===== src/rtl/fir_frame_sequencer.sv =====
// Frame sequencer for the fir filter: feeds frame_len source samples, appends TAPS-1 flush
// zeros, then counts filter outputs until the full convolution has been forwarded.
module fir_frame_sequencer #(
   parameter int unsigned TAPS          = 101,
   parameter int unsigned DATA_W        = 16,
   parameter int unsigned LEN_W         = 20,
   parameter int unsigned DRAIN_TIMEOUT = 64
) (
   input  logic              clk_i,
   input  logic              rst_ni,
   input  logic              start_i,
   input  logic [LEN_W-1:0]  frame_len_i,
   input  logic              abort_i,
   output logic              busy_o,
   output logic              done_o,
   output logic              err_o,
   input  logic              src_valid_i,
   input  logic [DATA_W-1:0] src_data_i,
   output logic              src_ready_o,
   output logic              fir_in_valid_o,
   output logic [DATA_W-1:0] fir_in_sample_o,
   input  logic              fir_out_valid_i,
   input  logic [DATA_W-1:0] fir_out_sample_i,
   output logic              snk_valid_o,
   output logic [DATA_W-1:0] snk_data_o
);

   localparam int unsigned IdleW = $clog2(DRAIN_TIMEOUT + 1);
   localparam logic [LEN_W:0]   FlushLen  = (LEN_W + 1)'(TAPS - 1);
   localparam logic [LEN_W-1:0] FlushLast = (TAPS > 1) ? LEN_W'(TAPS - 2) : '0;
   localparam logic [IdleW-1:0] IdleLast  = IdleW'(DRAIN_TIMEOUT - 1);

   typedef enum logic [2:0] {StIdle, StFeed, StFlush, StDrain, StDone} state_e;

   state_e             state_q, state_d;
   logic [LEN_W-1:0]   len_q, len_d;
   logic [LEN_W-1:0]   in_cnt_q, in_cnt_d;
   logic [LEN_W-1:0]   flush_cnt_q, flush_cnt_d;
   logic [LEN_W:0]     out_cnt_q, out_cnt_d;
   logic [LEN_W:0]     out_tgt_q, out_tgt_d;
   logic [IdleW-1:0]   idle_cnt_q, idle_cnt_d;
   logic               err_q, err_d;
   logic               fir_in_valid_q, fir_in_valid_d;
   logic [DATA_W-1:0]  fir_in_sample_q, fir_in_sample_d;
   logic               snk_valid_q, snk_valid_d;
   logic [DATA_W-1:0]  snk_data_q, snk_data_d;

   logic busy, src_hs, last_in, out_fwd, start_acc, drain_done, timeout;

   assign busy       = (state_q == StFeed) || (state_q == StFlush) || (state_q == StDrain);
   assign src_hs     = (state_q == StFeed) && src_valid_i;
   assign last_in    = (in_cnt_q + LEN_W'(1)) == len_q;
   assign out_fwd    = busy && fir_out_valid_i;
   assign start_acc  = (state_q == StIdle) && start_i && !abort_i;
   assign drain_done = out_cnt_d == out_tgt_q;
   assign timeout    = !fir_out_valid_i && (idle_cnt_q == IdleLast) && !drain_done;

   // Output count saturates at the target so a chatty filter cannot wrap it.
   always_comb begin
      out_cnt_d = out_cnt_q;
      if (start_acc) begin
         out_cnt_d = '0;
      end else if (out_fwd && (out_cnt_q != out_tgt_q)) begin
         out_cnt_d = out_cnt_q + (LEN_W + 1)'(1);
      end
   end

   always_ff @(posedge clk_i or negedge rst_ni) begin
      if (!rst_ni) state_q <= StIdle;
      else         state_q <= state_d;
   end

   always_comb begin
      state_d = state_q;
      unique case (state_q)
         StIdle:  if (start_i) state_d = (frame_len_i == '0) ? StDone : StFeed;
         StFeed:  if (src_hs && last_in) state_d = (TAPS > 1) ? StFlush : StDrain;
         StFlush: if (flush_cnt_q == FlushLast) state_d = StDrain;
         StDrain: if (drain_done || timeout) state_d = StDone;
         StDone:  state_d = StIdle;
         default: state_d = StIdle;
      endcase
      if (abort_i) state_d = StIdle;
   end

   always_comb begin
      busy_o      = busy;
      done_o      = (state_q == StDone);
      src_ready_o = (state_q == StFeed);
   end

   always_comb begin
      len_d           = len_q;
      in_cnt_d        = in_cnt_q;
      flush_cnt_d     = flush_cnt_q;
      out_tgt_d       = out_tgt_q;
      idle_cnt_d      = idle_cnt_q;
      err_d           = err_q;
      fir_in_valid_d  = 1'b0;
      fir_in_sample_d = fir_in_sample_q;
      snk_valid_d     = out_fwd;
      snk_data_d      = out_fwd ? fir_out_sample_i : snk_data_q;
      unique case (state_q)
         StIdle: begin
            if (start_acc) begin
               len_d       = frame_len_i;
               out_tgt_d   = {1'b0, frame_len_i} + FlushLen;
               in_cnt_d    = '0;
               flush_cnt_d = '0;
               idle_cnt_d  = '0;
               err_d       = 1'b0;
            end
         end
         StFeed: begin
            if (src_hs) begin
               fir_in_valid_d  = 1'b1;
               fir_in_sample_d = src_data_i;
               in_cnt_d        = in_cnt_q + LEN_W'(1);
            end
         end
         StFlush: begin
            fir_in_valid_d  = 1'b1;
            fir_in_sample_d = '0;
            flush_cnt_d     = flush_cnt_q + LEN_W'(1);
         end
         StDrain: begin
            if (fir_out_valid_i) idle_cnt_d = '0;
            else if (timeout)    err_d      = 1'b1;
            else                 idle_cnt_d = idle_cnt_q + IdleW'(1);
         end
         default: ;
      endcase
      if (abort_i) begin
         fir_in_valid_d = 1'b0;
         snk_valid_d    = 1'b0;
      end
   end

   always_ff @(posedge clk_i or negedge rst_ni) begin
      if (!rst_ni) begin
         len_q           <= '0;
         in_cnt_q        <= '0;
         flush_cnt_q     <= '0;
         out_cnt_q       <= '0;
         out_tgt_q       <= '0;
         idle_cnt_q      <= '0;
         err_q           <= 1'b0;
         fir_in_valid_q  <= 1'b0;
         fir_in_sample_q <= '0;
         snk_valid_q     <= 1'b0;
         snk_data_q      <= '0;
      end else begin
         len_q           <= len_d;
         in_cnt_q        <= in_cnt_d;
         flush_cnt_q     <= flush_cnt_d;
         out_cnt_q       <= out_cnt_d;
         out_tgt_q       <= out_tgt_d;
         idle_cnt_q      <= idle_cnt_d;
         err_q           <= err_d;
         fir_in_valid_q  <= fir_in_valid_d;
         fir_in_sample_q <= fir_in_sample_d;
         snk_valid_q     <= snk_valid_d;
         snk_data_q      <= snk_data_d;
      end
   end

   assign err_o           = err_q;
   assign fir_in_valid_o  = fir_in_valid_q;
   assign fir_in_sample_o = fir_in_sample_q;
   assign snk_valid_o     = snk_valid_q;
   assign snk_data_o      = snk_data_q;

endmodule


===== config.mk =====
export PLATFORM = sky130hd
export DESIGN_NAME = fir_frame_sequencer
export DESIGN_NICKNAME = d
export VERILOG_FILES = /design/src/rtl/fir_frame_sequencer.sv
export SDC_FILE = /design/constraint.sdc
export NUM_CORES = 1
export LEC_CHECK = 0
export BUFFER_PORTS_ARGS = -buffer_cell sky130_fd_sc_hd__clkbuf_2
export CORE_MARGIN = 3
export CORE_UTILIZATION = 55
export CTS_CLUSTER_DIAMETER = 80
export CTS_CLUSTER_SIZE = 8
export DETAILED_ROUTE_END_ITERATION = 16
export PLACE_DENSITY = 0.79
export SYNTH_ARGS = -nofsm -noshare
export SYNTH_HDL_FRONTEND = slang
export SYNTH_SLANG_ARGS = --single-unit

===== constraint.sdc =====
create_clock -name clk_i -period 3.5 [get_ports clk_i]
set_input_delay 0.525 -clock clk_i [delete_from_list [all_inputs] [get_ports clk_i]]
set_output_delay 0.525 -clock clk_i [all_outputs]
set_load 0.01 [all_outputs]

==> Flow_metrics.wiki, run 1 <==
{| class="wikitable"
! Metric !! Value
|-
| Required time of the critical path || 3.81 ns
|-
| Area delta synth->final || 20.5%
|-
| I/O pin total || 96
|-
| Clock slew seen by the registers of the worst setup and hold paths || 0.07 ns
|-
| Vias per std cell || 6.04
|-
| Crit path buffers/inverters || 1
|-
| Commonest cells in the synthesized netlist || sky130_fd_sc_hd__nand2_1, sky130_fd_sc_hd__dfrtp_1, sky130_fd_sc_hd__nor2_1, sky130_fd_sc_hd__o21ai_0, sky130_fd_sc_hd__nand3_1
|-
| Final HPWL from detailed placement || 18,300 um
|-
| Sequential area share after synthesis || 41.9%
|-
| Area fraction of the dominant cell type after synthesis || 41.9%
|-
| Die H || 131 um
|-
| Post-detailed-route DRC marker count || 0
|-
| Cell family with the largest share of critical-path delay || simple AND/OR/NAND/NOR gates
|-
| Core area || 0.0153 mm2
|-
| Worst flop-to-flop path endpoint || state_q[0]
|-
| Post-synthesis net count || 1,072
|-
| Most common cell in the synthesized netlist || sky130_fd_sc_hd__nand2_1
|-
| Fill cell count || 1,242
|-
| Share of the core filled with cells in the final layout || 68.1%
|-
| Total global routing track utilization || 29.6%
|-
| Starting density of the core || 56.5%
|-
| Number of cells on the worst reg-to-reg path || 11
|-
| Post-synthesis area per instance || 8.58 um2
|-
| Remaining global-route overflow || 0
|-
| Most used flip-flop cell after synthesis || sky130_fd_sc_hd__dfrtp_1
|-
| Slowest stage cell on the critical path || sky130_fd_sc_hd__dfrtp_1
|-
| Yosys warns || 0
|-
| Die Area || 0.0173 mm2
|-
| Via count of the first global-routing pass || 8,050
|-
| Share of final-layout standard cells stronger than drive strength 1 || 23.3%
|-
| Reg2reg setup slack || 0.15 ns
|-
| Type of element launching the critical path || register
|-
| Final period util || 95.7%
|-
| Cells along the critical path || xor2_1 > nor4_4 > nand4_4 > nor2_4 > clkbuf_4 > a311oi_1 > a2111o_1 > nor4_2 > and2_2 > o41ai_2 > mux2_4
|-
| Sinks on the clock net || 145
|-
| Crit path kind || reg -> reg
|-
| Worst reg2reg path startpoint || out_cnt_q[16]
|-
| Endpoint kind of the worst setup timing path || register
|-
| CP max FO || 9
|-
| Largest cells by area after synthesis || sky130_fd_sc_hd__dfrtp_1, sky130_fd_sc_hd__nand2_1, sky130_fd_sc_hd__xnor2_1, sky130_fd_sc_hd__o21ai_0, sky130_fd_sc_hd__xor2_1
|-
| Cell at the root of the clock tree || sky130_fd_sc_hd__clkbuf_16
|-
| Minimum clock period || 3.35 ns
|-
| Maximum clock skew at final layout || 0.00790 ns
|-
| Clock tree buffer depth || 2
|-
| MaxCap Viol Count || 0
|-
| Final number of max-transition violations || 0
|-
| Final Hold Vio Count || 0
|-
| Post-synthesis cell area || 0.00865 mm2
|-
| Min-delay worst type || in -> async
|-
| Chip Width || 131 um
|-
| Vias after detailed routing || 8,247
|-
| Relative slew slack || 40.0%
|-
| Wirelength per Cell || 18.8 um
|-
| Port Buf Inserts || 95
|-
| Post-synth EDFFs || 0
|-
| CTS Hold Bufs || 0
|-
| Pin count of the biggest net entering global routing || 73
|-
| Least-Margin Pin Slew || 0.900 ns
|-
| Maximum clock frequency || 0.299 GHz
|-
| Routed wire length || 25,700 um
|-
| IR Drop Worst-Case VDD || 0.549 mV
|-
| Final Hold Slack || 0.0773 ns
|-
| Antenna Nets Post-Route || 0
|-
| First-pass detailed-route iteration total || 6
|-
| Std cell rows || 45
|-
| CTS tree || built
|-
| Arrival @ worst endpoint || 3.66 ns
|-
| Synthesized netlist cell count || 1,008
|-
| Worst setup path start || out_cnt_q[16]
|-
| Cell variety after synth || 71
|-
| Latest clock arrival within the worst-skew pair || 0.43 ns
|-
| H-tree depth || 4
|-
| Largest stage delay on the critical path || 0.42 ns
|-
| Status || complete, no violations
|-
| Wire length of the first global-routing pass || 41,300 um
|-
| Worst setup timing slack at the placement stage || 0.0592 ns
|-
| PD cells || 672 mW/mm2
|-
| CTS buffer count || 17
|-
| Final worst setup slack || 0.151 ns
|-
| LEAKAGE || 4.77 nW
|-
| Number of nets in the layout || 1,205
|-
| FFs w/ async S/R, synth || 100%
|-
| Synthesis-stage register bit count || 145
|-
| Initial antenna violation count || 0
|-
| Number of failing setup endpoints in the final timing report || 0
|-
| GP Congestion || 1.03
|-
| Number of diodes || 0
|-
| 1st-iter DRT viols || 832
|-
| Post-synth top area cell || sky130_fd_sc_hd__dfrtp_1
|}
==> per-layer routing <==
layer | wire length, um | share of wire [%] | global-route usage (%)
met5 | 0 | 0 | 0
met4 | 665 | 2.6 | 8.87
met3 | 2170 | 8.5 | 6.58
met2 | 12300 | 48 | 49.1
met1 | 10600 | 41 | 39.0
==> flip-flops by register name, summed over array words and instances (netlist names) <==
signal,flops
snk_data_o,16
out_tgt_q,19
len_q,20
in_cnt_q,20
out_cnt_q,21
flush_cnt_q,20
snk_valid_o,1
fir_in_sample_o,16
fir_in_valid_o,1
err_o,1
state_q,3
idle_cnt_q,7
==> worst max-delay path by stage <==
stage | end | depth (start not counted)
6_report | state_q[0] | 11
5_1_grt | state_q[0] | 14
4_1_cts | state_q[0] | 11
3_5_place_dp | state_q[0] | 11
3_3_place_gp | state_q[0] | 12
2_1_floorplan | state_q[0] | 13
==> repair_timing <==
| action | in CTS | in global routing |
|---|---|---|
| gates resized for setup | 1 | 22 |
| setup endpoints to repair | 1 | 7 |
| endpoints found under the hold margin | 0 | 0 |
| buffers inserted | 0 | 4 |
| gates cloned | 0 | 0 |
| pin swaps | 0 | 2 |
==> final cells by class <==
type	instances	area, um2	share of cell area [%]
Inverter	17	63.8	0.612
Timing Repair Buffer	178	1130	10.8
Multi-Input combinational cell	782	4730	45.3
Clock buffer	18	439	4.21
Clock inverter	14	168	1.61
Sequential cell	145	3630	34.9
Tap cell	211	264	2.53
==> through the flow <==
step,power [W],cells,cell area [um2],setup TNS [ns]
global placement,0.00502,1329,9710,0
floorplan,0.00407,1008,8650,0
CTS,0.00695,1361,10300,0
global route,0.00742,1365,10400,-0.00470
finish,0.00701,1365,10400,0
detailed placement,0.00506,1329,9710,0
==> placed cells by master, fill, tap and decap left out, drive strengths merged, types with 8 or more instances in the layout <==
| master | instances |
|---|---|
| dfrtp | 145 |
| nand4 | 24 |
| inv | 25 |
| nor2b | 8 |
| buf | 83 |
| xor2 | 41 |
| nor3 | 23 |
| nor2 | 78 |
| and3 | 26 |
| o31ai | 16 |
| and2 | 12 |
| and4 | 9 |
| nand3 | 64 |
| o21ai | 79 |
| nand2 | 175 |
| a21oi | 37 |
| clkbuf | 113 |
| a31oi | 8 |
| o211ai | 8 |
| xnor2 | 46 |
| mux2 | 17 |
| nor4 | 19 |
==> cells by family (layout without fill, tap and decap cells) <==
group,count (synthesis),in the layout,share of synthesized area [%]
simple gates,470,470,26.9
compound gates,198,198,14.3
flops,145,145,41.9
xor+xnor,87,87,8.89
buf+inv,81,227,4.34
mux,21,21,2.72
fa+ha+maj,6,6,0.868
==> report_power, final <==
| part | leakage, nW | internal, W | total [W] | switching [W] |
|---|---|---|---|---|
| Clock | 0.295 | 0.00104 | 0.00185 | 0.000817 |
| Combinational | 2.60 | 0.00112 | 0.00263 | 0.00151 |
| Sequential | 1.88 | 0.00212 | 0.00252 | 0.000400 |
Note: power is estimated with default switching activity, not from simulation.
==> inputs of run 2 (changes only) <==
--- a/config.mk
+++ b/config.mk
@@ -5,6 +5,7 @@
 export SDC_FILE = /design/constraint.sdc
 export NUM_CORES = 1
 export LEC_CHECK = 0
+export ABC_AREA = 1
 export BUFFER_PORTS_ARGS = -buffer_cell sky130_fd_sc_hd__clkbuf_2
 export CORE_MARGIN = 3
 export CORE_UTILIZATION = 55
==> run 2 against run 1 <==
  * Clock skew about the same
  * Wire length down 18%
  * Final cell count rose by 7.8%
==> Flow_metrics.wiki, run 2 <==
{| class="wikitable"
! Metric !! Value
|-
| Synthesis-stage register bit count || 145
|-
| Number of flip-flops in the largest register || 21
|-
| Cell at the root of the clock tree || sky130_fd_sc_hd__clkbuf_16
|-
| Final number of max-transition violations || 0
|-
| Maximum clock skew at final layout || 0.00789 ns
|-
| Largest cells by area after synthesis || sky130_fd_sc_hd__dfrtp_1, sky130_fd_sc_hd__nand2_1, sky130_fd_sc_hd__nand3_1, sky130_fd_sc_hd__inv_1, sky130_fd_sc_hd__nor2_1
|-
| Required time of the critical path || 3.81 ns
|-
| Number of buffers inserted to repair setup after CTS || 0
|-
| Clock tree buffer depth || 2
|-
| MaxCap Viol Count || 0
|-
| LEAKAGE || 5.06 nW
|-
| Most common cell in the synthesized netlist || sky130_fd_sc_hd__nand2_1
|-
| Post-synthesis net count || 1,246
|-
| Final period util || 84.4%
|-
| Sum Neg Setup Slack || 0 ns
|-
| Relative slew slack || 46.1%
|-
| Fill cell count || 1,310
|-
| Clock slew seen by the registers of the worst setup and hold paths || 0.06 ns
|-
| CTS tree || built
|-
| CP max FO || 5
|-
| Sequential area share after synthesis || 43.4%
|-
| FFs w/ async S/R, synth || 100%
|-
| Std cell rows || 44
|-
| CTS Hold Bufs || 0
|-
| Number of cells on the worst reg-to-reg path || 15
|-
| CTS buffer count || 17
|-
| Synthesized netlist cell count || 1,182
|-
| Minimum clock period || 2.95 ns
|-
| Least-Margin Pin Slew || 0.807 ns
|-
| Post-cts gate resize count || 0
|-
| Sinks on the clock net || 145
|-
| Final worst setup slack || 0.546 ns
|-
| Switching power || 0.00243 W
|-
| I/O pin total || 96
|-
| Final HPWL from detailed placement || 15,400 um
|-
| H-tree depth || 4
|-
| Latest clock arrival within the worst-skew pair || 0.42 ns
|-
| Status || complete, no violations
|-
| Commonest cells after routing, fill and taps aside || sky130_fd_sc_hd__nand2_1, sky130_fd_sc_hd__inv_1, sky130_fd_sc_hd__dfrtp_1
|-
| Endpoint kind of the worst setup timing path || register
|-
| Port Buf Inserts || 95
|-
| Leading cell type in the layout, fill and taps excluded || sky130_fd_sc_hd__nand2_1
|-
| Starting density of the core || 56.9%
|-
| Initial antenna violation count || 1
|-
| Via count of the first global-routing pass || 7,491
|-
| Die Area || 0.0167 mm2
|-
| Cell Int Power || 0.00396 W
|-
| Post-synthesis cell area || 0.00837 mm2
|-
| Yosys warns || 0
|-
| Worst setup timing slack at the placement stage || 0.465 ns
|-
| IR Drop Worst-Case VDD || 0.432 mV
|-
| Routed wire length || 21,200 um
|-
| Vias after detailed routing || 7,951
|-
| Number of nets in the layout || 1,339
|-
| Min-delay worst type || in -> async
|-
| Arrival @ worst endpoint || 3.27 ns
|-
| Combinational cell fraction of total power || 33.1%
|-
| Type of element launching the critical path || register
|-
| Number of diodes || 0
|-
| Post-detailed-route DRC marker count || 0
|-
| Pin count of the biggest net entering global routing || 76
|-
| Wire length of the first global-routing pass || 34,800 um
|-
| Multi-input gate area in the final layout || 0.00401 mm2
|-
| Register bank with the most flops || out_cnt_q
|-
| Most used flip-flop cell after synthesis || sky130_fd_sc_hd__dfrtp_1
|-
| Number of failing setup endpoints in the final timing report || 0
|-
| Share of final-layout standard cells stronger than drive strength 1 || 12.5%
|-
| Post-synth EDFFs || 0
|-
| Clock share of power || 27.9%
|-
| Remaining global-route overflow || 0
|-
| Vias per std cell || 5.40
|-
| Sequential cell fraction of total power || 39.0%
|-
| Sw Ratio || 38.1%
|-
| Die H || 129 um
|-
| Post-synth top area cell || sky130_fd_sc_hd__dfrtp_1
|-
| First-pass detailed-route iteration total || 5
|-
| Crit path kind || reg -> reg
|-
| Post-synthesis area per instance || 7.08 um2
|-
| Core area || 0.0147 mm2
|-
| 1st-iter DRT viols || 665
|-
| PD cells || 665 mW/mm2
|-
| Unrepaired setup endpoints after global routing || no
|-
| Area delta synth->final || 14.9%
|-
| Maximum clock frequency || 0.339 GHz
|-
| Area fraction of the dominant cell type after synthesis || 43.4%
|-
| Antenna Nets Post-Route || 0
|-
| GP Congestion || 0.893
|-
| Cell variety after synth || 40
|-
| Register cell area after layout || 0.00363 mm2
|-
| Total global routing track utilization || 26.1%
|-
| Chip Width || 129 um
|-
| Final Hold Vio Count || 0
|-
| Commonest cells in the synthesized netlist || sky130_fd_sc_hd__nand2_1, sky130_fd_sc_hd__inv_1, sky130_fd_sc_hd__dfrtp_1
|-
| Wirelength per Cell || 14.4 um
|}
## run 2: cell type report
type,instances,share of cell area [%]
Clock buffer,21,4.58
Clock inverter,11,1.37
Inverter,160,6.25
Multi-Input combinational cell,845,41.7
Sequential cell,145,37.7
Tap cell,184,2.39
Timing Repair Buffer,106,6.00
## run 2: power groups by stage
stage | logic [W] | registers (W) | clock network (W)
floorplan | 0.00140 | 0.00251 | 0
global placement | 0.00206 | 0.00250 | 0
detailed placement | 0.00213 | 0.00250 | 0
CTS | 0.00213 | 0.00249 | 0.00180
global route | 0.00242 | 0.00255 | 0.00187
finish | 0.00212 | 0.00249 | 0.00178
## run 2: per-stage QoR
step	instance area [um2]	total power (W)	util, %	std cells	hold slack [ns]
3_5_place_dp	9040	0.00463	61.5	1440	0.456
6_report	9620	0.00639	65.4	1472	0.105
3_3_place_gp	9040	0.00456	61.5	1440	0.450
5_1_grt	9620	0.00684	65.4	1472	0.148
2_1_floorplan	8370	0.00391	-	1182	0.229
4_1_cts	9620	0.00642	65.4	1472	0.129
## run 2: cells by family after synthesis
logic type               count (synthesis)  share of synthesized area, %
multiplexers                             2                         0.239
buffers and inverters                  192                          8.73
AO/OA/AOI/OAI                           98                          6.97
adder cells (fa/ha/maj)                  6                         0.897
AND/OR/NAND/NOR                        709                          36.5
flip-flops                             145                          43.4
XOR/XNOR                                30                          3.30
## run 2: final timing paths
| check | end | slack, ns | from |
|---|---|---|---|
| setup / recovery | state_q[0] | 0.55 | in_cnt_q[0] |
| hold / removal | snk_data_o[4] | 0.10 | rst_ni |
| setup reg to reg | state_q[0] | 0.55 | in_cnt_q[0] |
| hold reg to reg | flush_cnt_q[19] | 0.46 | flush_cnt_q[19] |
| max in group asynchronous | out_cnt_q[12] | 2.56 | rst_ni |
| min in group clk_i | snk_data_o[9] | 0.30 | fir_out_sample_i[9] |
## run 2: routing by layer
metal	track usage (%)	wire, um	part of all wire [%]
met5	0	0	0
met4	9.64	536	2.5
met3	5.94	1200	5.6
met2	43.9	10300	49
met1	33.0	9100	43
## run 2: worst max-delay path, cell delays in order (launching register included)
cell and delay (ns):
sky130_fd_sc_hd__dfrtp_1 0.44, sky130_fd_sc_hd__ha_1 0.30, sky130_fd_sc_hd__nand3_1 0.13, sky130_fd_sc_hd__nor2_1 0.15, sky130_fd_sc_hd__nand2_1 0.12, sky130_fd_sc_hd__nor2_1 0.18
sky130_fd_sc_hd__nand3_1 0.15, sky130_fd_sc_hd__nor3_1 0.27, sky130_fd_sc_hd__xor2_1 0.35, sky130_fd_sc_hd__o22ai_1 0.12, sky130_fd_sc_hd__nor2_1 0.14, sky130_fd_sc_hd__nand2_1 0.10
sky130_fd_sc_hd__a21oi_1 0.19, sky130_fd_sc_hd__nand2_1 0.10, sky130_fd_sc_hd__nand2_1 0.07, sky130_fd_sc_hd__nand2_1 0.05
